[src/rtl/firing_sequencer_pkg.sv]
// Shared definitions for the firing sequencer and the shot datapath:
// control codes, FSM state encoding and the registered output bundle.
package firing_pkg;

  localparam logic [2:0] CTRL_RELOAD = 3'b000;
  localparam logic [2:0] CTRL_HOLD   = 3'b001;
  localparam logic [2:0] CTRL_SHOT   = 3'b011;

  typedef enum logic [1:0] {
    RELOAD  = 2'd0,
    SHOT    = 2'd1,
    HOLD    = 2'd2,
    RELEASE = 2'd3
  } state_t;

  typedef struct packed {
    logic [2:0] control;
    logic       flash;
    logic       busy;
  } out_t;

  // Output decode used when loading the output register alongside the state.
  function automatic out_t outs_of(input state_t s);
    out_t o;
    o.control = CTRL_RELOAD;
    o.flash   = 1'b0;
    o.busy    = (s != RELOAD);
    case (s)
      SHOT:    o.control = CTRL_SHOT;
      HOLD: begin
        o.control = CTRL_HOLD;
        o.flash   = 1'b1;
      end
      default: ;
    endcase
    return o;
  endfunction

endpackage

[src/rtl/firing_sequencer_if.sv]
// Trigger/datapath signal bundle between the sequencer (slave) and its
// environment (master).
interface firing_sequencer_if;
  logic       trigger;
  logic       enable;
  logic       leave;
  logic [1:0] remaining_shots;
  logic       is_shot;
  logic       escape;
  logic [2:0] control;
  logic       flash;
  logic       busy;

  modport master (
    output trigger, enable, leave, remaining_shots, is_shot, escape,
    input  control, flash, busy
  );

  modport slave (
    input  trigger, enable, leave, remaining_shots, is_shot, escape,
    output control, flash, busy
  );
endinterface

[src/rtl/firing_sequencer_trigger_debounce.sv]
// Raw trigger conditioning: 2-flop synchroniser, stability debouncer and a
// rising-edge detector on the debounced level.
module trigger_debounce #(
  parameter int DEBOUNCE_CYCLES = 250000,
  parameter int CNT_W           = 22
) (
  input  logic clk,
  input  logic reset_n,
  input  logic i_trigger,
  output logic o_level,
  output logic o_trig_pulse
);

  localparam logic [CNT_W-1:0] DEB_TC = CNT_W'(DEBOUNCE_CYCLES - 1);

  logic             r_sync1;
  logic             r_sync2;
  logic             r_level;
  logic             r_level_d;
  logic [CNT_W-1:0] r_cnt;

  always_ff @(posedge clk or negedge reset_n) begin
    if (!reset_n) begin
      r_sync1   <= 1'b0;
      r_sync2   <= 1'b0;
      r_level   <= 1'b0;
      r_level_d <= 1'b0;
      r_cnt     <= '0;
    end else begin
      r_sync1   <= i_trigger;
      r_sync2   <= r_sync1;
      r_level_d <= r_level;
      // Any agreement with the current level restarts the stability window.
      if (r_sync2 != r_level) begin
        if (r_cnt == DEB_TC) begin
          r_level <= r_sync2;
          r_cnt   <= '0;
        end else begin
          r_cnt <= r_cnt + CNT_W'(1);
        end
      end else begin
        r_cnt <= '0;
      end
    end
  end

  assign o_level      = r_level;
  assign o_trig_pulse = r_level & ~r_level_d;

endmodule

[src/rtl/firing_sequencer.sv]
// Shot sequencer: turns debounced trigger presses into one SHOT cycle,
// a HOLD flash window, and a wait for trigger release.
//
// state   | meaning
// RELOAD  | idle, control=000, waiting for an accepted press
// SHOT    | control=011 for a single cycle
// HOLD    | control=001, flash on, FLASH_CYCLES long
// RELEASE | control=000, waits for debounced trigger low (no auto-fire)
module firing_sequencer
  import firing_pkg::*;
#(
  parameter int DEBOUNCE_CYCLES = 250000,
  parameter int FLASH_CYCLES    = 2500000,
  parameter int CNT_W           = 22
) (
  input logic               clk,
  input logic               reset_n,
  firing_sequencer_if.slave bus
);

  localparam logic [CNT_W-1:0] FLASH_TC = CNT_W'(FLASH_CYCLES - 1);

  logic             w_level;
  logic             w_trig_pulse;
  logic             w_fire_ok;
  state_t           r_state;
  logic [CNT_W-1:0] r_flash_cnt;
  out_t             r_out;

  trigger_debounce #(
    .DEBOUNCE_CYCLES (DEBOUNCE_CYCLES),
    .CNT_W           (CNT_W)
  ) u_debounce (
    .clk          (clk),
    .reset_n      (reset_n),
    .i_trigger    (bus.trigger),
    .o_level      (w_level),
    .o_trig_pulse (w_trig_pulse)
  );

  assign w_fire_ok = w_trig_pulse & bus.enable & (bus.remaining_shots != 2'd0)
                   & ~bus.is_shot & ~bus.escape;

  always_ff @(posedge clk or negedge reset_n) begin
    if (!reset_n) begin
      r_state     <= RELOAD;
      r_flash_cnt <= '0;
      r_out       <= outs_of(RELOAD);
    end else if (bus.leave) begin
      // Abort wins over any press seen in the same cycle.
      r_state     <= RELOAD;
      r_flash_cnt <= '0;
      r_out       <= outs_of(RELOAD);
    end else begin
      case (r_state)
        RELOAD: begin
          if (w_fire_ok) begin
            r_state     <= SHOT;
            r_flash_cnt <= '0;
            r_out       <= outs_of(SHOT);
          end
        end
        SHOT: begin
          r_state     <= HOLD;
          r_flash_cnt <= '0;
          r_out       <= outs_of(HOLD);
        end
        HOLD: begin
          if (r_flash_cnt == FLASH_TC) begin
            r_state <= RELEASE;
            r_out   <= outs_of(RELEASE);
          end else begin
            r_flash_cnt <= r_flash_cnt + CNT_W'(1);
          end
        end
        RELEASE: begin
          if (!w_level) begin
            r_state <= RELOAD;
            r_out   <= outs_of(RELOAD);
          end
        end
        default: begin
          r_state     <= RELOAD;
          r_flash_cnt <= '0;
          r_out       <= outs_of(RELOAD);
        end
      endcase
    end
  end

  assign bus.control = r_out.control;
  assign bus.flash   = r_out.flash;
  assign bus.busy    = r_out.busy;

endmodule
[src/flat_wrapper.sv]
// flat-port wrapper written by rule: the top's interface ports become plain ports
module firing_sequencer_flat import firing_pkg::*;
#(
  parameter int DEBOUNCE_CYCLES = 250000,
  parameter int FLASH_CYCLES    = 2500000,
  parameter int CNT_W           = 22
)
  (clk, reset_n, bus_trigger, bus_enable, bus_leave, bus_remaining_shots, bus_is_shot, bus_escape, bus_control, bus_flash, bus_busy);
  firing_sequencer_if bus_i ();
  input logic clk;
  input logic reset_n;
  input wire logic [$bits(bus_i.trigger)-1:0] bus_trigger;
  input wire logic [$bits(bus_i.enable)-1:0] bus_enable;
  input wire logic [$bits(bus_i.leave)-1:0] bus_leave;
  input wire logic [$bits(bus_i.remaining_shots)-1:0] bus_remaining_shots;
  input wire logic [$bits(bus_i.is_shot)-1:0] bus_is_shot;
  input wire logic [$bits(bus_i.escape)-1:0] bus_escape;
  output wire logic [$bits(bus_i.control)-1:0] bus_control;
  output wire logic [$bits(bus_i.flash)-1:0] bus_flash;
  output wire logic [$bits(bus_i.busy)-1:0] bus_busy;
  assign bus_i.trigger = bus_trigger;
  assign bus_i.enable = bus_enable;
  assign bus_i.leave = bus_leave;
  assign bus_i.remaining_shots = bus_remaining_shots;
  assign bus_i.is_shot = bus_is_shot;
  assign bus_i.escape = bus_escape;
  assign bus_control = bus_i.control;
  assign bus_flash = bus_i.flash;
  assign bus_busy = bus_i.busy;
  firing_sequencer #(.DEBOUNCE_CYCLES(DEBOUNCE_CYCLES), .FLASH_CYCLES(FLASH_CYCLES), .CNT_W(CNT_W)) u_core (.clk(clk), .reset_n(reset_n), .bus(bus_i));
endmodule
[config.mk]
export PLATFORM = sky130hd
export DESIGN_NAME = firing_sequencer_flat
export DESIGN_NICKNAME = d
export VERILOG_FILES = /design/src/rtl/firing_sequencer_pkg.sv /design/src/rtl/firing_sequencer_if.sv /design/src/rtl/firing_sequencer_trigger_debounce.sv /design/src/rtl/firing_sequencer.sv /design/src/flat_wrapper.sv
export SDC_FILE = /design/constraint.sdc
export NUM_CORES = 1
export LEC_CHECK = 0
export BUFFER_PORTS_ARGS = -buffer_cell sky130_fd_sc_hd__buf_4
export CORE_UTILIZATION = 35
export CTS_CLUSTER_SIZE = 16
export DETAILED_ROUTE_END_ITERATION = 8
export GPL_TIMING_DRIVEN = 0
export SYNTH_ARGS = -nofsm -noshare
export SYNTH_HDL_FRONTEND = slang
export SYNTH_HIERARCHICAL = 1
export SYNTH_SLANG_ARGS = --single-unit
[constraint.sdc]
create_clock -name clk -period 7.2 [get_ports clk]
set_clock_uncertainty 0.2 [all_clocks]
set_input_delay 0.36 -clock clk [delete_from_list [all_inputs] [get_ports clk]]
set_output_delay 0.36 -clock clk [all_outputs]
set_load 0.05 [all_outputs]
; After elaboration in Yosys (flattened, before gate mapping)
; Cells that the tools add are included.
[op_classes]
add_sub_neg = 2
n_mul = 0
div = 0
n_lt_le_gt_ge = 0
n_eq_ne = 10
shifts = 0
n_mux = 16
bitwise = 8
reduce_logical = 6
[op_table]
columns = operator, n
row1 = 22-bit two-way mux, 5
row2 = 22-bit one-hot mux with 3 select lines, 1
row3 = "22-bit by 1-bit adder with 22-bit output, second input constant", 2
row4 = "22-bit by 18-bit equality test with 1-bit output, second input constant", 1
row5 = "22-bit equality test, second input constant", 1
row6 = 5-bit two-way mux, 4
row7 = 5-bit one-hot mux with 4 select lines, 1
row8 = 2-bit two-way mux, 4
row9 = 2-bit one-hot mux with 4 select lines, 1
row10 = "3-bit by 2-bit inequality test with 1-bit output, second input constant", 2
row11 = "3-bit inequality test, second input constant", 2
row12 = 3-bit AND reduction, 2
row13 = 1-bit bitwise AND, 5
row14 = "2-bit equality test, second input constant", 2
row15 = 4-bit nonzero test, 1
row16 = 1-bit inverter, 3
row17 = "2-bit by 1-bit equality test with 1-bit output, second input constant", 1
row18 = 2-bit logical NOT, 1
row19 = 2-bit AND reduction, 1
row20 = 2-bit nonzero test, 1
row21 = 1-bit inequality test, 1
[totals]
reg_bits = 55
latch_bits = 0
mem_bits_rw = 0
rom_bits = 0
inputBits = 9
output_inout_bits = 5
word_cells = 52
memories = 0

; Depth between registers and ports, before layout
; Gate-level depths: netlist of the first run.
[depth]
depth_word = 9
depth_mapped = 9
depth_no_buf = 7

; Cells and area by module
; The synthesis of the first run kept the hierarchy.
[modules_own_cells]
columns = module, n_inst, cells_per_inst, area_per_inst_um2
row1 = firing_sequencer, 1, 184, 1662.8
row2 = trigger_debounce, 1, 126, 1265.0

; Worst setup path after synthesis of the first run
; OpenSTA, ideal clock, no wires.
[synth_timing]
path_type = register -> register
start = register u_core.r_flash_cnt[9]
end = register u_core.r_out, in the netlist u_core/bus.busy
setup_ps = 125
arrival_ps = 2184
t_required_ps = 6875
path_slack_ps = 4692
path_stages_with_launch = 6
path_buffers = 0
path_cell_list = dfrtp_1 or4_1 or4_4 o21ai_2 and2_2 mux2_2
[synth_via]
elab_chain_cells = 3
[synth_rtl]
columns = element, line_no
row1 = start: declaration, firing_sequencer.sv:27  ; logic [CNT_W-1:0] r_flash_cnt;
row2 = start signal: assignment, firing_sequencer.sv:73  ; r_flash_cnt <= r_flash_cnt + CNT_W'(1);
row3 = 22-bit equality test, firing_sequencer.sv:69  ; if (r_flash_cnt == FLASH_TC) begin
row4 = 3-bit by 2-bit inequality test with 1-bit output (no source line), --
row5 = 3-bit AND reduction (no source line), --
row6 = end signal: assignment, firing_sequencer.sv:66  ; r_out <= outs_of(HOLD);
row7 = end signal: assignment, firing_sequencer.sv:71  ; r_out <= outs_of(RELEASE);
row8 = end signal: assignment, firing_sequencer.sv:79  ; r_out <= outs_of(RELOAD);
row9 = end: declaration, firing_sequencer.sv:28  ; out_t r_out;
; No other way between the ends.
; A chain may end at the register's enable or synchronous reset.

; Worst setup path after layout of the first run
[layout_timing]
start = register u_core.r_flash_cnt[9]
end = register u_core.r_flash_cnt[11]
[layout_via]
elab_chain_cells = 4
elab_cells_between_ends = 7
cone_classes = 1 x add/sub / 2 x eq/ne / 3 x mux / 1 x reduce/logical
[layout_rtl]
columns = element, line_no
row1 = 22-bit by 1-bit adder with 22-bit output, firing_sequencer.sv:73
row2 = 22-bit two-way mux, firing_sequencer.sv:69
row3 = 22-bit one-hot mux with 3 select lines, firing_sequencer.sv:55  ; case (r_state)
row4 = 22-bit two-way mux, firing_sequencer.sv:49  ; end else if (bus.leave) begin
; Several ways; a longest one is shown, not always the timed one. The select of a mux whose other input is x is not followed.

==> results of run 1 <==
-- per-stage QoR --
stage                     util, %  total power [mW]
after global routing        41.08            0.6346
after CTS                   41.08            0.6092
after global placement      39.68            0.4291
final                       41.08            0.5994
after floorplan                 -            0.3964
after detailed placement    39.68            0.4311
-- layout by cell type (no fill, tap or decap), drive strengths merged, types with 7 or more instances in the layout --
cell type | synthesis | routed
dfrtp | 54 | 54
nor2 | 37 | 37
o21ai | 29 | 29
nand2 | 21 | 21
a21oi | 18 | 18
nand3 | 17 | 17
buf | 4 | 16
xnor2 | 12 | 12
inv | 11 | 11
clkbuf | 4 | 11
nand4 | 10 | 10
nor3 | 9 | 9
nor4 | 8 | 8
a31oi | 7 | 7
ha | 7 | 7
-- power breakdown --
group          total, mW  switching, mW  internal (mW)  leakage [nW]
Combinational      0.105         0.0681         0.0367         0.501
Sequential         0.320        0.00747          0.313         0.747
Clock              0.174         0.0966         0.0779        0.0482
Total              0.599          0.172          0.427          1.30
-- final timing paths --
check,start,to,cells past startpoint
setup / recovery,u_core/r_flash_cnt[9],u_core/r_flash_cnt[11],5
hold / removal,u_core/u_debounce/r_sync1,u_core/u_debounce/r_sync2,0
setup reg to reg,u_core/r_flash_cnt[9],u_core/r_flash_cnt[11],5
hold reg to reg,u_core/u_debounce/r_sync1,u_core/u_debounce/r_sync2,0
max in group asynchronous,reset_n,u_core/r_flash_cnt[18],2
min in group asynchronous,reset_n,u_core/u_debounce/r_cnt[7],2
-- flip-flops by register name (all words and copies together), names as in the netlist --
signal and flops:
u_core/bus.flash 1, u_core/bus.control 2, u_core/u_debounce/r_sync2 1, u_core/u_debounce/r_sync1 1, u_core/bus.busy 1, u_core/u_debounce/r_level_d 1, u_core/u_debounce/o_level 1, u_core/r_flash_cnt 22
u_core/r_state 2, u_core/u_debounce/r_cnt 22
-- layer usage --
| layer | routed length (um) | vias to the layer above | GRT usage (%) |
|---|---|---|---|
| li1 | - | 1187 | - |
| met1 | 3165 | 1170 | 22.09 |
| met2 | 2826 | 44 | 25.67 |
| met3 | 228 | 5 | 3.008 |
| met4 | 82 | 0 | 5.256 |
| met5 | 0 | - | 0 |
-- Yosys cell counts (2+ instances only) --
| master | count | area, um2 |
|---|---|---|
| nand2b_1 | 2 | 12.51 |
| mux2i_1 | 2 | 20.02 |
| nand4_1 | 9 | 56.30 |
| o21ai_1 | 5 | 25.02 |
| inv_1 | 11 | 41.29 |
| buf_6 | 3 | 33.78 |
| nand4bb_1 | 2 | 22.52 |
| nand2_1 | 21 | 78.83 |
| o21ai_0 | 23 | 115.1 |
| a31oi_1 | 7 | 43.79 |
| and3_1 | 4 | 25.02 |
| clkbuf_1 | 4 | 15.01 |
| nand4b_1 | 2 | 17.52 |
| nand3b_1 | 2 | 15.01 |
| a22o_1 | 2 | 17.52 |
| xnor2_1 | 12 | 105.1 |
| o31ai_1 | 4 | 30.03 |
| a41oi_1 | 3 | 26.28 |
| xor2_1 | 4 | 35.03 |
| nor2_1 | 37 | 138.9 |
| nor2b_1 | 2 | 12.51 |
| and4_1 | 3 | 26.28 |
| nor3b_1 | 2 | 15.01 |
| or4_1 | 3 | 22.52 |
| nor4_1 | 7 | 43.79 |
| nor3_1 | 9 | 45.04 |
| dfrtp_1 | 54 | 1351 |
| or3_1 | 5 | 31.28 |
| nand3_1 | 17 | 85.08 |
| o211ai_1 | 2 | 15.01 |
| mux2_2 | 2 | 22.52 |
| a211oi_1 | 3 | 22.52 |
| or4_4 | 2 | 22.52 |
| a21oi_1 | 18 | 90.09 |
| ha_1 | 7 | 87.58 |
-- repair_timing --
item                      CTS  global route
gates resized for setup     0             0
hold endpoints to repair   55             0
hold buffers                2             0
-- layout make-up --
type,instances,area share (%)
repair buffers,14,3.381
clock buffers,7,2.651
multi-input cells,237,45.41
well taps,102,3.919
clock inverters,1,0.1537
plain buffers,8,1.729
flip-flops and latches,54,41.49
inverters,11,1.268
-- critical path: stages (launching register included) --
cell,delay (ps)
dfrtp_1,470
or4_1,540
or4_4,550
o211ai_1,740
a31o_2,200
a31oi_1,80
-- kinds of logic (layout without fill, tap and decap cells) --
kind of cell | after synthesis | after routing | synth area share, %
AND/OR/NAND/NOR | 134 | 134 | 24.96
AO/OA/AOI/OAI | 75 | 75 | 16.20
flip-flops | 54 | 54 | 46.15
buffers and inverters | 19 | 41 | 3.333
XOR/XNOR | 16 | 16 | 4.786
adder cells (fa/ha/maj) | 7 | 7 | 2.991
multiplexers | 4 | 4 | 1.453
other | 1 | 1 | 0.1281
==> results.cfg, run 1 <==
[sta]
hold_viol_final = 0
worst_slack_ps = 4302
hold_ws_ps = 158.1
fmax_mhz = 345.1
drv_slew = 0
tns_ps = 0
max_slew_margin_pct = 18.91
worstMarginPinSlew_ps = 1205
setup_viol = 0
period_share_pct = 40.25
layout_min_cycle_time_ps = 2898
rsz0062_at_grt = false

[global_route]
antenna_found_initial = 0
overflow = 0
grt_max_degree = 55
grt_pass1_wl_um = 11070
grt_pass1_vias = 2291
grt_use_total_pct = 16.14

[logic_synthesis]
ys_ff_latch = 54
ys_types = 50
synth_edf_count = 0
synth_fp_nets = 326
yosysWarnings = 6
synthCells = 310
async_reset_ff_share_pct = 100.0
ys_seq_area_share_pct = 46.15
syn_area_um2 = 2928
ys.flop_type = dfrtp_1
synth_area_per_cell_um2 = 9.445

[placed_design]
dpl_cell_area_um2 = 3146
place_ws_ps = 4327
dp.cells = 424
portBuffers = 12
gp_congestion = 0.8320
dpl.hpwl_um = 4286

[flow_run]
cap_violations = 0

[drt]
num_vias = 2406
wl_per_cell_um = 14.52
drt_wl_total_um = 6303
firstDrtPassIters = 4
viasPerCell = 5.544
drc = 0
antenna_left = 0
drt_iter0_markers = 182

[finish]
finalNonFillerCells = 434
fillers = 773
fin_area_um2 = 3257
layout-drive-gt1-share_pct = 9.940
diodes = 0
area_delta_synth_final_pct = 11.24
multi_input_area_um2 = 1479
final_nets = 347
seq_area_um2 = 1351

[hold_path]
hold_class = reg2reg

[die]
die_area_um2 = 8735
row_count = 32
ios = 14
core_um2 = 7928
start_util_pct = 36.93
die_h_um = 93.46
die_w_um = 93.46

[critical_path]
critPathRequiredTime_ps = 7180
end_kind = flop
r2r_slack_ps = 4300
critPathMaxFanout = 10
crit_arrival_ps = 2880
start_kind = flop
crit_type = reg2reg

[power_and_ir_drop]
p_leak_nw = 1.296
ir_worst_vdd_mv = 0.06834
power.density_nw_per_um2 = 184.0

[cts]
clock_path_buffers = 2
cts_root_buf = clkbuf_8
cts_buffers = 5
clock_latency_ps = 300
cts_tree = done
cts.reportedPaths.clkPinSlew_ps = 100
postCtsSetupBuffers = 0
cts_sinks = 54
ctsHtreeMaxLevel = 2

[run_status]
status = finished, final reports clean
(Power assumes the default switching activity.)
==> run 2, diff against run 1 <==
--- a/config.mk
+++ b/config.mk
@@ -5,6 +5,7 @@
 export SDC_FILE = /design/constraint.sdc
 export NUM_CORES = 1
 export LEC_CHECK = 0
+export ABC_AREA = 1
 export BUFFER_PORTS_ARGS = -buffer_cell sky130_fd_sc_hd__buf_4
 export CORE_UTILIZATION = 35
 export CTS_CLUSTER_SIZE = 16
==> constraint.sdc (replaced) <==
create_clock -name clk -period 2.4 [get_ports clk]
set_clock_uncertainty 0.2 [all_clocks]
set_input_delay 0.12 -clock clk [delete_from_list [all_inputs] [get_ports clk]]
set_output_delay 0.12 -clock clk [all_outputs]
set_load 0.05 [all_outputs]
==> run 2 against run 1 <==
  * Die area grew 15%
  * First-iteration DRC count decreased by 29%
  * Clock-buffer cell count decreased by 1
  * Design area grew 15%
  * Total power rose to 3.9 times the previous value
  * Critical endpoint is now u_core/bus.control[1]
  * Largest cell class unchanged
  * Largest power group unchanged
==> results.cfg, run 2 <==
[run_status]
status = finished, final reports clean

[global_route]
grt_pass1_wl_um = 12620
grt_max_degree = 55
grt_use_total_pct = 15.65
grt_pass1_vias = 2750
antenna_found_initial = 0
overflow = 0

[logic_synthesis]
ys_ff_latch = 54
syn_area_um2 = 3371
ys.flop_type = dfrtp_1
synthTopCellsByArea = dfrtp_1 (40%), nand2_1 (17%), nor2_1 (10%)
ys_types = 26
synth_edf_count = 0
synthCells = 480
yosysTopAreaCellShare_pct = 40.09
synth_area_per_cell_um2 = 7.022
ys_seq_area_share_pct = 40.09
ys_top_cells_by_count = nand2_1 (154), nor2_1 (91), dfrtp_1 (54), inv_1 (47), nand3_1 (32)
yosysMostFrequentCell = nand2_1
yosysWarnings = 6
async_reset_ff_share_pct = 100.0
yosysTopAreaCell = dfrtp_1
synth_fp_nets = 496

[drt]
viasPerCell = 4.571
drc = 0
firstDrtPassIters = 4
wl_per_cell_um = 11.33
drt_wl_total_um = 7127
drt_iter0_markers = 130
num_vias = 2875
antenna_left = 0

[power_and_ir_drop]
internal_power_mw = 1.508
power_frac_comb_pct = 28.6
clkPwrFrac_pct = 27.8
swShare_pct = 34.94
power.density_nw_per_um2 = 618.4
ir_worst_vdd_mv = 0.4456
switchingPower_mw = 0.8097
p_seq_share_pct = 43.6
p_leak_nw = 1.721

[sta]
fmax_mhz = 497.2
hold_viol_final = 0
tns_ps = 0
max_slew_margin_pct = 53.89
setup_viol = 0
period_share_pct = 83.81
worstMarginPinSlew_ps = 691.7
rsz0062_at_grt = false
drv_slew = 0
layout_min_cycle_time_ps = 2011

[finish]
layout_common_cells = nand2_1 (154), nor2_1 (91), dfrtp_1 (54)
diodes = 0
layout-drive-gt1-share_pct = 11.60
fin_area_um2 = 3747
area_delta_synth_final_pct = 11.17
reg_top3 = u_core/r_flash_cnt x22, u_core/u_debounce/r_cnt x22
final_nets = 516
layout_commonest_cell = nand2_1
fillers = 994

[die]
start_util_pct = 36.31
row_count = 35
die_h_um = 100.1
die_area_um2 = 10030
ios = 14
die_w_um = 100.1
core_um2 = 9284

[placed_design]
dpl_cell_area_um2 = 3615
dpl.hpwl_um = 5158
portBuffers = 11
gp_congestion = 0.8929

[cts]
postCtsSetupBuffers = 0
cts_sinks = 54
cts_root_buf = clkbuf_8
ctsHtreeMaxLevel = 2
hold_buffers = 2
cts_tree = done
clock_path_buffers = 2
cts_buffers = 5
cts_resized = 0
cts.reportedPaths.clkPinSlew_ps = 110
clock_latency_ps = 310

[critical_path]
critPathMaxFanout = 7
critPathRequiredTime_ps = 2410
end_kind = flop
crit_type = reg2reg
crit_arrival_ps = 2020
start_kind = flop

[flow_run]
cap_violations = 0

[hold_path]
hold_class = in2reg
==> run 2: cell types whose count changed after synthesis, moves of 6 or more <==
cell,previous run,this run
a21oi_1,18,4
a31oi_1,7,1
inv_1,11,47
inv_2,0,6
nand2_1,21,154
nand2_2,0,8
nand3_1,17,32
nor2_1,37,91
nor2_2,0,11
nor4_1,7,0
o21ai_0,23,4
xor2_1,4,15
==> run 2: worst max-delay path: stages (launching register included) <==
cell,delay [ps]
dfrtp_1,410
ha_1,220
nand3_2,140
nor2_1,140
nand3_1,120
nand3_1,230
nand3_1,260
nand2_1,120
nand2_1,50
==> run 2: layout make-up <==
| cell class | count | area, um2 | area share (%) |
|---|---|---|---|
| Sequential cell | 54 | 1351 | 36.06 |
| Tap cell | 129 | 161.4 | 4.307 |
| Multi-Input combinational cell | 366 | 1770 | 47.25 |
| Clock inverter | 1 | 30.03 | 0.8013 |
| Inverter | 53 | 198.9 | 5.309 |
| Clock buffer | 6 | 82.58 | 2.204 |
| Timing Repair Buffer | 13 | 102.6 | 2.738 |
| Buffer | 7 | 50.05 | 1.336 |
==> run 2: cell families after synthesis <==
kind of cell             Yosys count  synth area share (%)
XOR/XNOR                          25                 6.496
adder cells (fa/ha/maj)            7                 2.598
buffers and inverters             60                 7.387
AND/OR/NAND/NOR                  322                 41.54
flip-flops                        54                 40.09
other                              1                0.1113
AO/OA/AOI/OAI                     11                 1.782
==> run 2: metrics by stage <==
| step | cells | setup slack [ps] | power (mW) | util (%) | hold WS, ps |
|---|---|---|---|---|---|
| 6_report | 629 | 388.6 | 2.318 | 40.36 | 130.4 |
| 5_1_grt | 629 | 178.5 | 2.447 | 40.36 | 172.7 |
| 4_1_cts | 629 | 401.2 | 2.349 | 40.36 | 115.9 |
| 3_5_place_dp | 620 | 423.9 | 1.694 | 38.94 | 19.37 |
| 3_3_place_gp | 620 | 448.8 | 1.693 | 38.94 | 15.78 |
| 2_1_floorplan | 480 | 736.1 | 1.502 | - | -375.6 |
==> run 2: path summary, 6_finish.rpt <==
check | start | slack, ps | to | cells past startpoint
worst min-delay path | bus_leave | 130 | u_core/r_state[1] | 4
max in group asynchronous | reset_n | 1340 | u_core/u_debounce/r_cnt[14] | 2
worst min register to register | u_core/u_debounce/r_sync1 | 160 | u_core/u_debounce/r_sync2 | 0
worst max-delay path | u_core/r_flash_cnt[0] | 390 | u_core/bus.control[1] | 8
min in group asynchronous | reset_n | 200 | u_core/u_debounce/r_cnt[18] | 2
worst max register to register | u_core/r_flash_cnt[0] | 390 | u_core/bus.control[1] | 8
==> run 2: metal layers <==
| layer | track usage (%) | vias up | share of wire (%) |
|---|---|---|---|
| met3 | 2.159 | 4 | 2.9 |
| met2 | 25.34 | 34 | 46 |
| met5 | 0 | - | 0 |
| met1 | 22.02 | 1329 | 51 |
| met4 | 4.125 | 0 | 0.77 |
| li1 | - | 1508 | - |
==> run 2: power by group through the flow <==
stage          registers [mW]  clock network, mW  logic, mW
3_5_place_dp             1.03                  0      0.668
4_1_cts                  1.01              0.667      0.670
6_report                 1.01              0.645      0.662
2_1_floorplan            1.12                  0      0.377
5_1_grt                  1.02              0.692      0.736
3_3_place_gp             1.03                  0      0.665
==> run 3, diff against run 2 <==
==> constraint.sdc (replaced) <==
create_clock -name clk -period 2 [get_ports clk]
set_clock_uncertainty 0.2 [all_clocks]
set_input_delay 0.1 -clock clk [delete_from_list [all_inputs] [get_ports clk]]
set_output_delay 0.1 -clock clk [all_outputs]
set_load 0.05 [all_outputs]
==> run 3 against run 2 <==
  * Maximum frequency rose by 8.7%
  * Combinational power is 31% higher
  * Utilization up 0.88 points
  * Clock power up 20%
  * Via count grew 0.28%
  * Worst setup slack lost 240 ps
  * Worst hold slack got worse by 28 ps
==> results.cfg, run 3 (same netlist as run 2, synthesis figures left out) <==
[run_status]
status = finished, final reports clean

[sta]
tns_ps = 0
max_slew_margin_pct = 53.69
worst_slack_ps = 150.2
hold_ws_ps = 102.6
period_share_pct = 92.49
layout_min_cycle_time_ps = 1850
hold_viol_final = 0
setup_viol = 0
fmax_mhz = 540.6
worstMarginPinSlew_ps = 694.6
rsz0062_at_grt = false
drv_slew = 0

[flow_run]
cap_violations = 0

[drt]
wl_per_cell_um = 11.37
firstDrtPassIters = 4
dr_wl_met3_um = 177
wl_met1_um = 3654
top_layer_used = met4
wl_met2_um = 3343
antenna_left = 0
num_vias = 2883
viasPerCell = 4.547
drt_wl_total_um = 7211
drt_iter0_markers = 146
drc = 0

[critical_path]
crit_type = reg2reg
crit_arrival_ps = 1890
end_kind = flop
r2r_slack_ps = 150
cp_slowest_cell = dfrtp_1
critPathMaxFanout = 10
r2r-start = u_core/r_flash_cnt[0]
cp_num_buf_inv = 1
critPathMaxStageDelay_ps = 400
path_cells = ha_2 -> nand3_2 -> nor2_1 -> nand3_2 -> nand2_2 -> nand2_4 -> nand2_4 -> buf_6 -> nand2_1 -> nand2_1
start_kind = flop
ff2ff_path_depth = 10
critPathRequiredTime_ps = 2040
r2r-end = u_core/r_flash_cnt[11]
crit_family = simple AND/OR/NAND/NOR gates

[die]
start_util_pct = 36.31
die_h_um = 100.1
die_area_um2 = 10030
ios = 14
core_um2 = 9284
row_count = 35
die_w_um = 100.1

[finish]
fin_area_um2 = 3829
area_delta_synth_final_pct = 13.59
layout-drive-gt1-share_pct = 13.66
fin_util_pct = 41.24
final_nets = 521
layout_common_cells = nand2_1 (154), nor2_1 (90), dfrtp_1 (54)
reg_top3 = u_core/r_flash_cnt x22, u_core/u_debounce/r_cnt x22
diodes = 0
layout_commonest_cell = nand2_1

[global_route]
grt_pass1_vias = 2750
grt_pass1_wl_um = 12620
grt_max_degree = 55
antenna_found_initial = 0
overflow = 0
grt_use_total_pct = 15.65

[cts]
cts_tree = done
clock_path_buffers = 2
cts.reportedPaths.clkPinSlew_ps = 110
cts_sinks = 54
clock_latency_ps = 310
cts_buffers = 5
cts_root_buf = clkbuf_8
ctsHtreeMaxLevel = 2

[power_and_ir_drop]
power.density_nw_per_um2 = 745.0
ir_worst_vdd_mv = 0.5626
p_leak_nw = 1.752

[hold_path]
holdPathStages = 4
hold_class = in2reg
hold_start = bus_leave
hold_end = u_core/r_state[1]

[placed_design]
dpl.hpwl_um = 5158
portBuffers = 11
place_ws_ps = 23.94
dpl_cell_area_um2 = 3615
gp_congestion = 0.8929
-- run 3: metal layers --
metal | vias to the layer above | GRT usage (%)
met1 | 1328 | 22.02
li1 | 1515 | -
met2 | 38 | 25.34
met5 | - | 0
met3 | 2 | 2.159
met4 | 0 | 4.125
-- run 3: what timing repair did --
item | 4_1_cts | 5_1_grt
gates resized for setup | 0 | 13
endpoints found under the setup margin | 0 | 25
buffers inserted | 0 | 5
endpoints found under the hold margin | 55 | 0
hold buffers | 2 | 0
-- run 3: layout make-up --
class / instances / area [um2]
repair buffers: 18 / 140.1
inverters: 53 / 198.9
well taps: 129 / 161.4
multi-input cells: 366 / 1810
clock buffers: 6 / 82.58
plain buffers: 7 / 53.80
flip-flops and latches: 54 / 1351
clock inverters: 1 / 30.03
fillers: 991 / 5455
-- run 3: worst reg2reg max path, delay by kind of cell, from the launching register on --
family / cells / cell delay, ps
simple gates: 8 / 820
flops: 1 / 400
fa+ha+maj: 1 / 210
buf+inv: 1 / 150
-- run 3: stage by stage --
step                instances  total power [mW]
CTS                       629             2.818
floorplan                 480             1.802
global route              634             3.009
finish                    634             2.853
global placement          620             2.031
detailed placement        620             2.033
-- run 3: how the worst max path moves through the flow --
stage,from,cells past startpoint,endpoint
6_report,u_core/r_flash_cnt[0],10,u_core/r_flash_cnt[11]
5_1_grt,u_core/r_state[0],9,u_core/r_flash_cnt[2]
4_1_cts,u_core/u_debounce/o_level,9,u_core/r_flash_cnt[17]
3_5_place_dp,u_core/u_debounce/o_level,9,u_core/r_flash_cnt[17]
3_3_place_gp,u_core/u_debounce/o_level,9,u_core/r_flash_cnt[10]
2_1_floorplan,u_core/r_state[0],10,u_core/r_flash_cnt[11]
-- run 3: where the power goes --
| group | total [mW] | switching (mW) | internal [mW] |
|---|---|---|---|
| Sequential | 1.21 | 0.0529 | 1.16 |
| Combinational | 0.869 | 0.570 | 0.300 |
| Clock | 0.771 | 0.369 | 0.402 |
